`src/rtl/ndiv_seq_if.sv`:
```
// Operand request / result bundle for the sequential divider.
// Latency: none, wires only.
// Backpressure: valid/ready on both the request side and the result side.
interface ndiv_seq_if #(
    parameter int N = 32
);
    logic         in_valid;
    logic         in_ready;
    logic         is_signed;
    logic [N-1:0] a;
    logic [N-1:0] b;
    logic         out_valid;
    logic         out_ready;
    logic [N-1:0] quot;
    logic [N-1:0] rem;
    logic         dz;
    logic         ovf;

    // Requester side: issues operands, consumes results.
    modport master (
        output in_valid, is_signed, a, b, out_ready,
        input  in_ready, out_valid, quot, rem, dz, ovf
    );

    // Divider side.
    modport slave (
        input  in_valid, is_signed, a, b, out_ready,
        output in_ready, out_valid, quot, rem, dz, ovf
    );
endinterface

```
`src/rtl/ndiv_seq.sv`:
```
// Radix-2 restoring divider, unsigned or signed per operation, quotient and remainder.
// Latency: N cycles after accept for normal ops, 1 cycle for divide-by-zero and MIN/-1.
// Backpressure: one op in flight; result held in DONE until out_ready, in_ready only in IDLE.
module ndiv_seq #(
    parameter int N = 32
) (
    input  logic       clk,
    input  logic       rst,
    ndiv_seq_if.slave  bus
);
    localparam int            CW      = $clog2(N) + 1;
    localparam logic [CW-1:0] LAST    = CW'(N - 1);
    localparam logic [N-1:0]  MIN_VAL = {1'b1, {(N-1){1'b0}}};

    typedef enum logic [1:0] {
        IDLE = 2'd0,
        BUSY = 2'd1,
        DONE = 2'd2
    } state_t;

    state_t        state;
    state_t        state_nx;

    // Operation context latched at accept
    logic          sgn;
    logic          sign_q;
    logic          sign_r;
    logic [N-1:0]  prem;      // partial remainder (always below the divisor)
    logic [N-1:0]  dvd;       // dividend shifting out, quotient shifting in
    logic [N-1:0]  dvs;       // divisor magnitude
    logic [CW-1:0] cnt;

    // Result registers presented while DONE
    logic [N-1:0]  quot_r;
    logic [N-1:0]  rem_r;
    logic          dz_r;
    logic          ovf_r;

    logic          accept;
    logic          last_step;
    logic [N-1:0]  mag_a;
    logic [N-1:0]  mag_b;
    logic          is_dz;
    logic          is_ovf;
    logic          special;
    logic [N:0]    shifted;
    logic [N:0]    diff;
    logic [N-1:0]  prem_nx;
    logic [N-1:0]  dvd_nx;
    logic [N-1:0]  q_fix;
    logic [N-1:0]  r_fix;

    // Operand conditioning: magnitudes and the two short-circuit cases
    always_comb begin
        mag_a   = (bus.is_signed && bus.a[N-1]) ? -bus.a : bus.a;
        mag_b   = (bus.is_signed && bus.b[N-1]) ? -bus.b : bus.b;
        is_dz   = (bus.b == '0);
        is_ovf  = bus.is_signed && (bus.a == MIN_VAL) && (bus.b == '1);
        special = is_dz || is_ovf;
    end

    // One restoring iteration plus the sign fix-up applied on the final step
    always_comb begin
        // The N+1-bit trial covers the bit shifted out of the partial remainder
        shifted = {prem, dvd[N-1]};
        diff    = shifted - {1'b0, dvs};
        prem_nx = diff[N] ? shifted[N-1:0] : diff[N-1:0];
        dvd_nx  = {dvd[N-2:0], ~diff[N]};
        q_fix   = (sgn && sign_q) ? -dvd_nx : dvd_nx;
        r_fix   = (sgn && sign_r) ? -prem_nx : prem_nx;
    end

    // Control state register
    always_ff @(posedge clk or posedge rst) begin
        if (rst) begin
            state <= IDLE;
        end else begin
            state <= state_nx;
        end
    end

    // Next-state logic and step qualifiers
    always_comb begin
        state_nx  = state;
        accept    = 1'b0;
        last_step = 1'b0;
        case (state)
            IDLE: begin
                if (bus.in_valid) begin
                    accept   = 1'b1;
                    state_nx = special ? DONE : BUSY;
                end
            end
            BUSY: begin
                if (cnt == LAST) begin
                    last_step = 1'b1;
                    state_nx  = DONE;
                end
            end
            DONE: begin
                if (bus.out_ready) begin
                    state_nx = IDLE;
                end
            end
            default: state_nx = IDLE;
        endcase
    end

    // Datapath: latch on accept, iterate while BUSY, capture results on the last step
    always_ff @(posedge clk or posedge rst) begin
        if (rst) begin
            sgn    <= 1'b0;
            sign_q <= 1'b0;
            sign_r <= 1'b0;
            prem   <= '0;
            dvd    <= '0;
            dvs    <= '0;
            cnt    <= '0;
            quot_r <= '0;
            rem_r  <= '0;
            dz_r   <= 1'b0;
            ovf_r  <= 1'b0;
        end else if (accept) begin
            sgn    <= bus.is_signed;
            sign_q <= bus.is_signed & (bus.a[N-1] ^ bus.b[N-1]);
            sign_r <= bus.is_signed & bus.a[N-1];
            prem   <= '0;
            dvd    <= mag_a;
            dvs    <= mag_b;
            cnt    <= '0;
            // Zero divisor wins over MIN/-1
            if (is_dz) begin
                quot_r <= '1;
                rem_r  <= bus.a;
                dz_r   <= 1'b1;
                ovf_r  <= 1'b0;
            end else if (is_ovf) begin
                quot_r <= bus.a;
                rem_r  <= '0;
                dz_r   <= 1'b0;
                ovf_r  <= 1'b1;
            end else begin
                dz_r   <= 1'b0;
                ovf_r  <= 1'b0;
            end
        end else if (state == BUSY) begin
            prem <= prem_nx;
            dvd  <= dvd_nx;
            cnt  <= cnt + CW'(1);
            if (last_step) begin
                quot_r <= q_fix;
                rem_r  <= r_fix;
            end
        end
    end

    assign bus.in_ready  = (state == IDLE);
    assign bus.out_valid = (state == DONE);
    assign bus.quot      = quot_r;
    assign bus.rem       = rem_r;
    assign bus.dz        = dz_r;
    assign bus.ovf       = ovf_r;
endmodule
```
`src/flat_wrapper.sv`:
```
// flat-port wrapper written by rule: the top's interface ports become plain ports
module ndiv_seq_flat 
#(
    parameter int N = 32
)
  (clk, rst, bus_in_valid, bus_is_signed, bus_a, bus_b, bus_out_ready, bus_in_ready, bus_out_valid, bus_quot, bus_rem, bus_dz, bus_ovf);
  ndiv_seq_if #(.N(N)) bus_i ();
  input  logic clk;
  input  logic rst;
  input wire logic [$bits(bus_i.in_valid)-1:0] bus_in_valid;
  input wire logic [$bits(bus_i.is_signed)-1:0] bus_is_signed;
  input wire logic [$bits(bus_i.a)-1:0] bus_a;
  input wire logic [$bits(bus_i.b)-1:0] bus_b;
  input wire logic [$bits(bus_i.out_ready)-1:0] bus_out_ready;
  output wire logic [$bits(bus_i.in_ready)-1:0] bus_in_ready;
  output wire logic [$bits(bus_i.out_valid)-1:0] bus_out_valid;
  output wire logic [$bits(bus_i.quot)-1:0] bus_quot;
  output wire logic [$bits(bus_i.rem)-1:0] bus_rem;
  output wire logic [$bits(bus_i.dz)-1:0] bus_dz;
  output wire logic [$bits(bus_i.ovf)-1:0] bus_ovf;
  assign bus_i.in_valid = bus_in_valid;
  assign bus_i.is_signed = bus_is_signed;
  assign bus_i.a = bus_a;
  assign bus_i.b = bus_b;
  assign bus_i.out_ready = bus_out_ready;
  assign bus_in_ready = bus_i.in_ready;
  assign bus_out_valid = bus_i.out_valid;
  assign bus_quot = bus_i.quot;
  assign bus_rem = bus_i.rem;
  assign bus_dz = bus_i.dz;
  assign bus_ovf = bus_i.ovf;
  ndiv_seq #(.N(N)) u_core (.clk(clk), .rst(rst), .bus(bus_i));
endmodule
```
`config.mk`:
```
export PLATFORM = sky130hd
export DESIGN_NAME = ndiv_seq_flat
export DESIGN_NICKNAME = d
export VERILOG_FILES = /design/src/rtl/ndiv_seq_if.sv /design/src/rtl/ndiv_seq.sv /design/src/flat_wrapper.sv
export SDC_FILE = /design/constraint.sdc
export NUM_CORES = 1
export LEC_CHECK = 0
export BUFFER_PORTS_ARGS = -buffer_cell sky130_fd_sc_hd__buf_4
export CAP_MARGIN = 5
export CORE_MARGIN = 3
export CORE_UTILIZATION = 55
export CTS_CLUSTER_DIAMETER = 100
export DETAILED_ROUTE_END_ITERATION = 12
export GPL_ROUTABILITY_DRIVEN = 0
export PLACE_DENSITY = 0.84
export SYNTH_ARGS = -nofsm -noshare
export SYNTH_HDL_FRONTEND = slang
export SYNTH_SLANG_ARGS = --single-unit
```
`constraint.sdc`:
```
create_clock -name clk -period 5.39 [get_ports clk]
set_input_delay 0.8085 -clock clk [delete_from_list [all_inputs] [get_ports clk]]
set_output_delay 0.8085 -clock clk [all_outputs]
set_load 0.02 [all_outputs]
```
* Word level (Yosys, flattened, before mapping) *
Cells that the tools add are included.

storage, ports and cells
  bits in read-only memories = 0
  bits in latches = 0
  bits in registers = 173
  memories kept = 0
  input port bits = 69
  logic and storage cells = 77
  output and inout bits = 68
  RAM bits = 0

cells by class
  shift-type cells = 0
  div/mod/pow operators = 0
  multipliers = 0
  reductions and logical operators = 13
  multiplexer cells = 33
  $lt $le $gt $ge = 0
  equality and inequality tests = 9
  bitwise logic cells = 4
  add/sub/neg operators = 6

operator list
  kind                                                    count
  2-to-1 mux 32 bit                                       19
  negator 32 bit                                          4
  == test 32 bit (second input constant)                  2
  subtractor 33 x 32 -> 33 bit                            1
  zero test 32 bit                                        1
  2-to-1 mux 6 bit                                        2
  2-to-1 mux 2 bit                                        4
  2-to-1 mux 1 bit                                        7
  adder 6 x 1 -> 6 bit (second input constant)            1
  == test 6 x 5 -> 1 bit (second input constant)          1
  logical AND 1 bit                                       6
  one-hot mux 2 bit (3 select lines)                      1
  AND reduction 3 bit                                     2
  inequality test 2 bit (second input constant)           2
  nonzero test 2 bit                                      2
  inequality test 3 bit (second input constant)           1
  AND 1 bit                                               2
  == test 2 x 1 -> 1 bit (second input constant)          1
  == test 2 bit (second input constant)                   1
  zero test 2 bit                                         1
  inequality test 2 x 1 -> 1 bit (second input constant)  1
  logical OR 1 bit                                        1
  inverter 1 bit                                          1
  XOR 1 bit                                               1

* Depth between registers and ports, before layout *
  word-level depth = 7
  gate-level depth with buffers = 29
  mapped depth without buffers = 24

* Worst setup path after synthesis *
No wires, ideal clock.

  path type = register to register
  start point = reg u_core.dvd[31]
  end point = reg u_core.rem_r[30], in the netlist u_core.bus.rem[30]
  arrival = 5.086 ns
  library setup time = 0.077 ns
  path slack = 0.228 ns
  clock period less this slack = 5.162 ns
  stages on the path, launching flop included = 28
  required time = 5.313 ns
  path buffers = 4
  cell sequence = dfrtp_1 > inv_1 > ha_1 > inv_1 > fa_1 > a21o_1 > a221o_1 > a211o_1 > o211ai_4 > a31oi_4 > and2_4 > buf_6 > inv_4 > buf_2 > buf_2 > buf_2 > nor2_1 > a21oi_1 > ha_1 > nand2_1 > nor3_1 > and3b_1 > nor4bb_1 > a31oi_1 > and3b_1 > a31oi_1 > xor2_1 > o21ai_1

on the way
  cells in the longest elaborated chain, start to end = 7

RTL lines
  element                       line             source
  start, declared               ndiv_seq.sv:29   logic [N-1:0] dvd;
  start signal, assigned        ndiv_seq.sv:128  dvd <= mag_a;
  start signal, assigned        ndiv_seq.sv:148  dvd <= dvd_nx;
  subtractor 33 x 32 -> 33 bit  ndiv_seq.sv:66   diff = shifted - {1'b0, dvs};
  2-to-1 mux 32 bit (*)         ndiv_seq.sv:67   prem_nx = diff[N] ? shifted[N-1:0] : diff[N-1:0];
  negator 32 bit                ndiv_seq.sv:70   r_fix = (sgn && sign_r) ? -prem_nx : prem_nx;
  2-to-1 mux 32 bit (*)         ndiv_seq.sv:70
  2-to-1 mux 32 bit (*)         ndiv_seq.sv:150  if (last_step) begin
  2-to-1 mux 32 bit (*)         ndiv_seq.sv:146  end else if (state == BUSY) begin
  2-to-1 mux 32 bit (*)         ndiv_seq.sv:123  end else if (accept) begin
  end signal, assigned          ndiv_seq.sv:134  rem_r <= bus.a;
  end signal, assigned          ndiv_seq.sv:152  rem_r <= r_fix;
  end, declared                 ndiv_seq.sv:35   logic [N-1:0] rem_r;

Mark *: on every way between the ends. The rest lies on a longest branch, timed or not. The select of a mux whose other input is x is not followed.
A chain may end at the register's enable or synchronous reset.

* Worst setup path in the final report *
Ends and elaborated chain as after synthesis.

==> flow_metrics.py <==
metrics = {
    "sta": {
        "timing.final.hold_violations": 0,
        "period_needed_ps": 5040,
        "fin_worst_hold_slack_ps": 377,
        "rsz0062_at_grt": "no",
        "max_freq_ghz": 0.198,
        "relative_max_transition_margin_pct": 8.51,
        "worst-slew-pin-transition_ps": 1370,
        "setup_total_negative_slack_ps": 0,
        "finClkSkew_ps": 21.9,
        "final-max-slew-violation-count": 0,
        "setup_viol": 0,
        "crit_share_post_route_pct": 93.5,
    },
    "worst_setup_path": {
        "start_kind": "flop",
        "worstSetupStartpoint": "u_core.dvd[31]$_DFFE_PP0P_",
        "critPathCaptureType": "flop",
        "critPathMaxFanout": 10,
        "worst_ep_arrival_time_ps": 5320,
        "crit_type": "reg -> reg",
        "critical_path.reg2reg.startpoint": "u_core.dvd[31]$_DFFE_PP0P_",
        "critical_path_required_ps": 5670,
    },
    "grt": {
        "grt_use_met3_pct": 6.48,
        "grt-busiest-layer": "met2",
        "track_usage_pct": 31.0,
        "globalRouteMet1Util_pct": 43.2,
        "grt_first_pass_wirelength_um": 62300,
        "grt_start_max_net_pins": 100,
        "grt_overflow_total": 0,
        "grt_pass1_vias": 12000,
        "antenna_found_initial": 1,
        "grt.met2_usage_pct": 48.0,
    },
    "run": {
        "maxCapViolCount": 0,
    },
    "layout": {
        "area.growth.synth_to_final_pct": 14.0,
        "final_layout_net_count": 1770,
        "antenna_cells": 0,
        "fill_cells": 1866,
        "fin_cells": 1955,
        "proportion_of_layout_cells_with_a_drive_suffix_above_1_pct": 13.7,
    },
    "floorplan": {
        "fp.dieArea_um2": 24900,
        "coreArea_um2": 22200,
        "die_width_um": 158,
        "fp-row-count": 54,
        "initial_utilization_pct": 57.0,
        "io_pins": 137,
        "floorplan.die.height_um": 158,
    },
    "route": {
        "detail_route.drc_violations": 0,
        "drt_iter0_drc": 1601,
        "vias": 12800,
        "routed_via_density": 6.56,
        "ant_nets": 0,
        "totalWireLength_um": 39100,
        "detailedRoute.firstPassIterationCount": 7,
        "route.detailed.wl_per_inst_um": 20.0,
    },
    "power_and_ir_drop": {
        "power.net_switching_mw": 5.74,
        "p_seq_share_pct": 22.2,
        "power_frac_clock_pct": 11.4,
        "comb_power_share_pct": 66.4,
        "internal_power_mw": 5.23,
        "p_leak_nw": 6.23,
        "sw_frac_of_total_pct": 52.3,
        "vdd.ir_drop.worst_uv": 489,
        "power_density_nw_per_um2": 759,
    },
    "yosys": {
        "post_synth.cell_area_avg_um2": 8.01,
        "post_synth_main_area_contributors": "dfrtp_1, o21ai_0, nand2_1, xnor2_1, xor2_1",
        "synth_top_area_share_pct": 34.2,
        "post_synth_edffs": 0,
        "ys.flop_type": "dfrtp_1",
        "synth_largest_area_cell": "dfrtp_1",
        "synth.lib_cells_used.distinct": 83,
        "netlist_top_cells_count": "nand2_1, dfrtp_1, o21ai_0, nor2_1, a21oi_1",
        "synthesis.nets": 1691,
        "syn-cell-area_um2": 12700,
        "synth.yosys.warnings": 0,
        "synthArstFlopShare_pct": 100,
        "synthCells": 1583,
        "synth_seq_cells": 173,
        "yosys.cell_count.top_type": "nand2_1",
        "yosysSeqAreaShare_pct": 34.2,
    },
    "cts": {
        "clk_pin_slew_ps": 80,
        "clockRootBuffer": "clkbuf_16",
        "cts_sinks": 173,
        "tritoncts_clock_tree": "built",
        "clk_path_buf_depth": 2,
        "clk_latency_ps": 450,
        "cts.hold.buffers_added": 0,
        "cts_buffers": 17,
        "cts.htree.levels": 4,
    },
    "run_status": {
        "run_status": "finished, final reports clean",
    },
    "placement": {
        "numPlacedInstances": 1923,
        "portBuffers": 136,
        "place_hpwl_um": 27800,
    },
    "min_path": {
        "min_path_type": "in -> async",
    },
}
-- stage by stage --
stage               utilization [%]  area, um2  power [mW]  setup WS, ps
finish                         65.0      14500        11.0           350
global route                   65.0      14500        11.8          44.5
CTS                            64.9      14400        10.7           132
detailed placement             62.2      13800        9.40           159
global placement               62.2      13800        9.18           387
floorplan                         -      12700        7.70           228
-- registers in the layout (all words and copies together), names as in the netlist --
register	flops
u_core.state	2
u_core.sign_r	1
u_core.dvs	32
u_core.sgn	1
u_core.prem	32
u_core.sign_q	1
u_core.bus.ovf	1
u_core.bus.rem	32
u_core.bus.quot	32
u_core.dvd	32
u_core.bus.dz	1
u_core.cnt	6
-- critical path, cell delays in order (launching register included) --
cell and delay, ps:
dfrtp_1 400, inv_1 100, ha_1 170, inv_1 60, fa_1 410, a21o_1 210, a221o_1 360, a211o_1 350
o211ai_4 260, a31oi_4 200, and2_4 230, inv_4 80, mux2i_2 250, ha_1 220, nand2_1 80, nor3_2 140
and3b_1 240, nor4bb_4 290, a31oi_1 180, and3b_1 290, a31oi_1 90, xor2_1 180, o21ai_1 80
-- cell type report --
type                    instances  area (um2)  area share [%]
multi-input cells            1257        7790            53.9
flip-flops and latches        173        4330            30.0
repair buffers                157        1180            8.16
clock buffers                  18         439            3.04
well taps                     280         350            2.42
inverters                      56         216            1.50
clock inverters                14         149            1.03
-- placed cells by master, fill, tap and decap left out, types with 39 or more instances in the layout --
cell type  netlist  final
nor2_1         133    132
a31oi_1         39     39
nand2_1        200    199
xnor2_1         70     70
nand3_1         67     67
a21oi_1        112    111
xor2_1          66     66
inv_1           55     54
buf_4            0    157
dfrtp_1        173    173
o21ai_0        152    152
-- power by group through the flow --
stage | Combinational [mW] | Clock, mW | Sequential (mW)
after global placement | 6.79 | 0 | 2.40
after detailed placement | 6.98 | 0 | 2.42
after floorplan | 5.35 | 0 | 2.35
final | 7.28 | 1.26 | 2.43
after global routing | 7.95 | 1.31 | 2.49
after CTS | 7.05 | 1.26 | 2.40
-- logic make-up after synthesis --
group / share of synthesized area (%)
AOI/OAI and AO/OA: 22.9
muxes: 3.00
adders and majority gates: 3.91
DFF: 34.2
and+or+nand+nor: 21.7
xor gates and xnor gates: 9.40
buffers and inverters: 4.95
-- metal layers --
layer | wire [um] | part of all wire (%) | vias to the layer above
met2 | 17800 | 46 | 788
met1 | 15900 | 41 | 6073
met4 | 1360 | 3.5 | 2
met3 | 3930 | 10 | 131
met5 | 13 | 0.033 | -
li1 | - | - | 5838
-- path summary, 6_finish.rpt --
path / end / slack [ps] / depth (start not counted)
min reg2reg: u_core.bus.dz$_DFFE_PP0P_ / 480 / 2
max: u_core.bus.rem[30]$_DFFE_PP0P_ / 350 / 22
max reg2reg: u_core.bus.rem[30]$_DFFE_PP0P_ / 350 / 22
min: u_core.bus.rem[4]$_DFFE_PP0P_ / 380 / 2
max in group asynchronous: u_core.prem[29]$_DFFE_PP0P_ / 3810 / 3
min in group clk: u_core.bus.dz$_DFFE_PP0P_ / 480 / 2
-- what timing repair did --
item                       4_1_cts  5_1_grt
hold endpoints to repair         0        0
resized for setup                0        6
buffers inserted                 0        0
setup endpoints to repair        0        9
No activity file was read; power rests on OpenSTA's default activity.
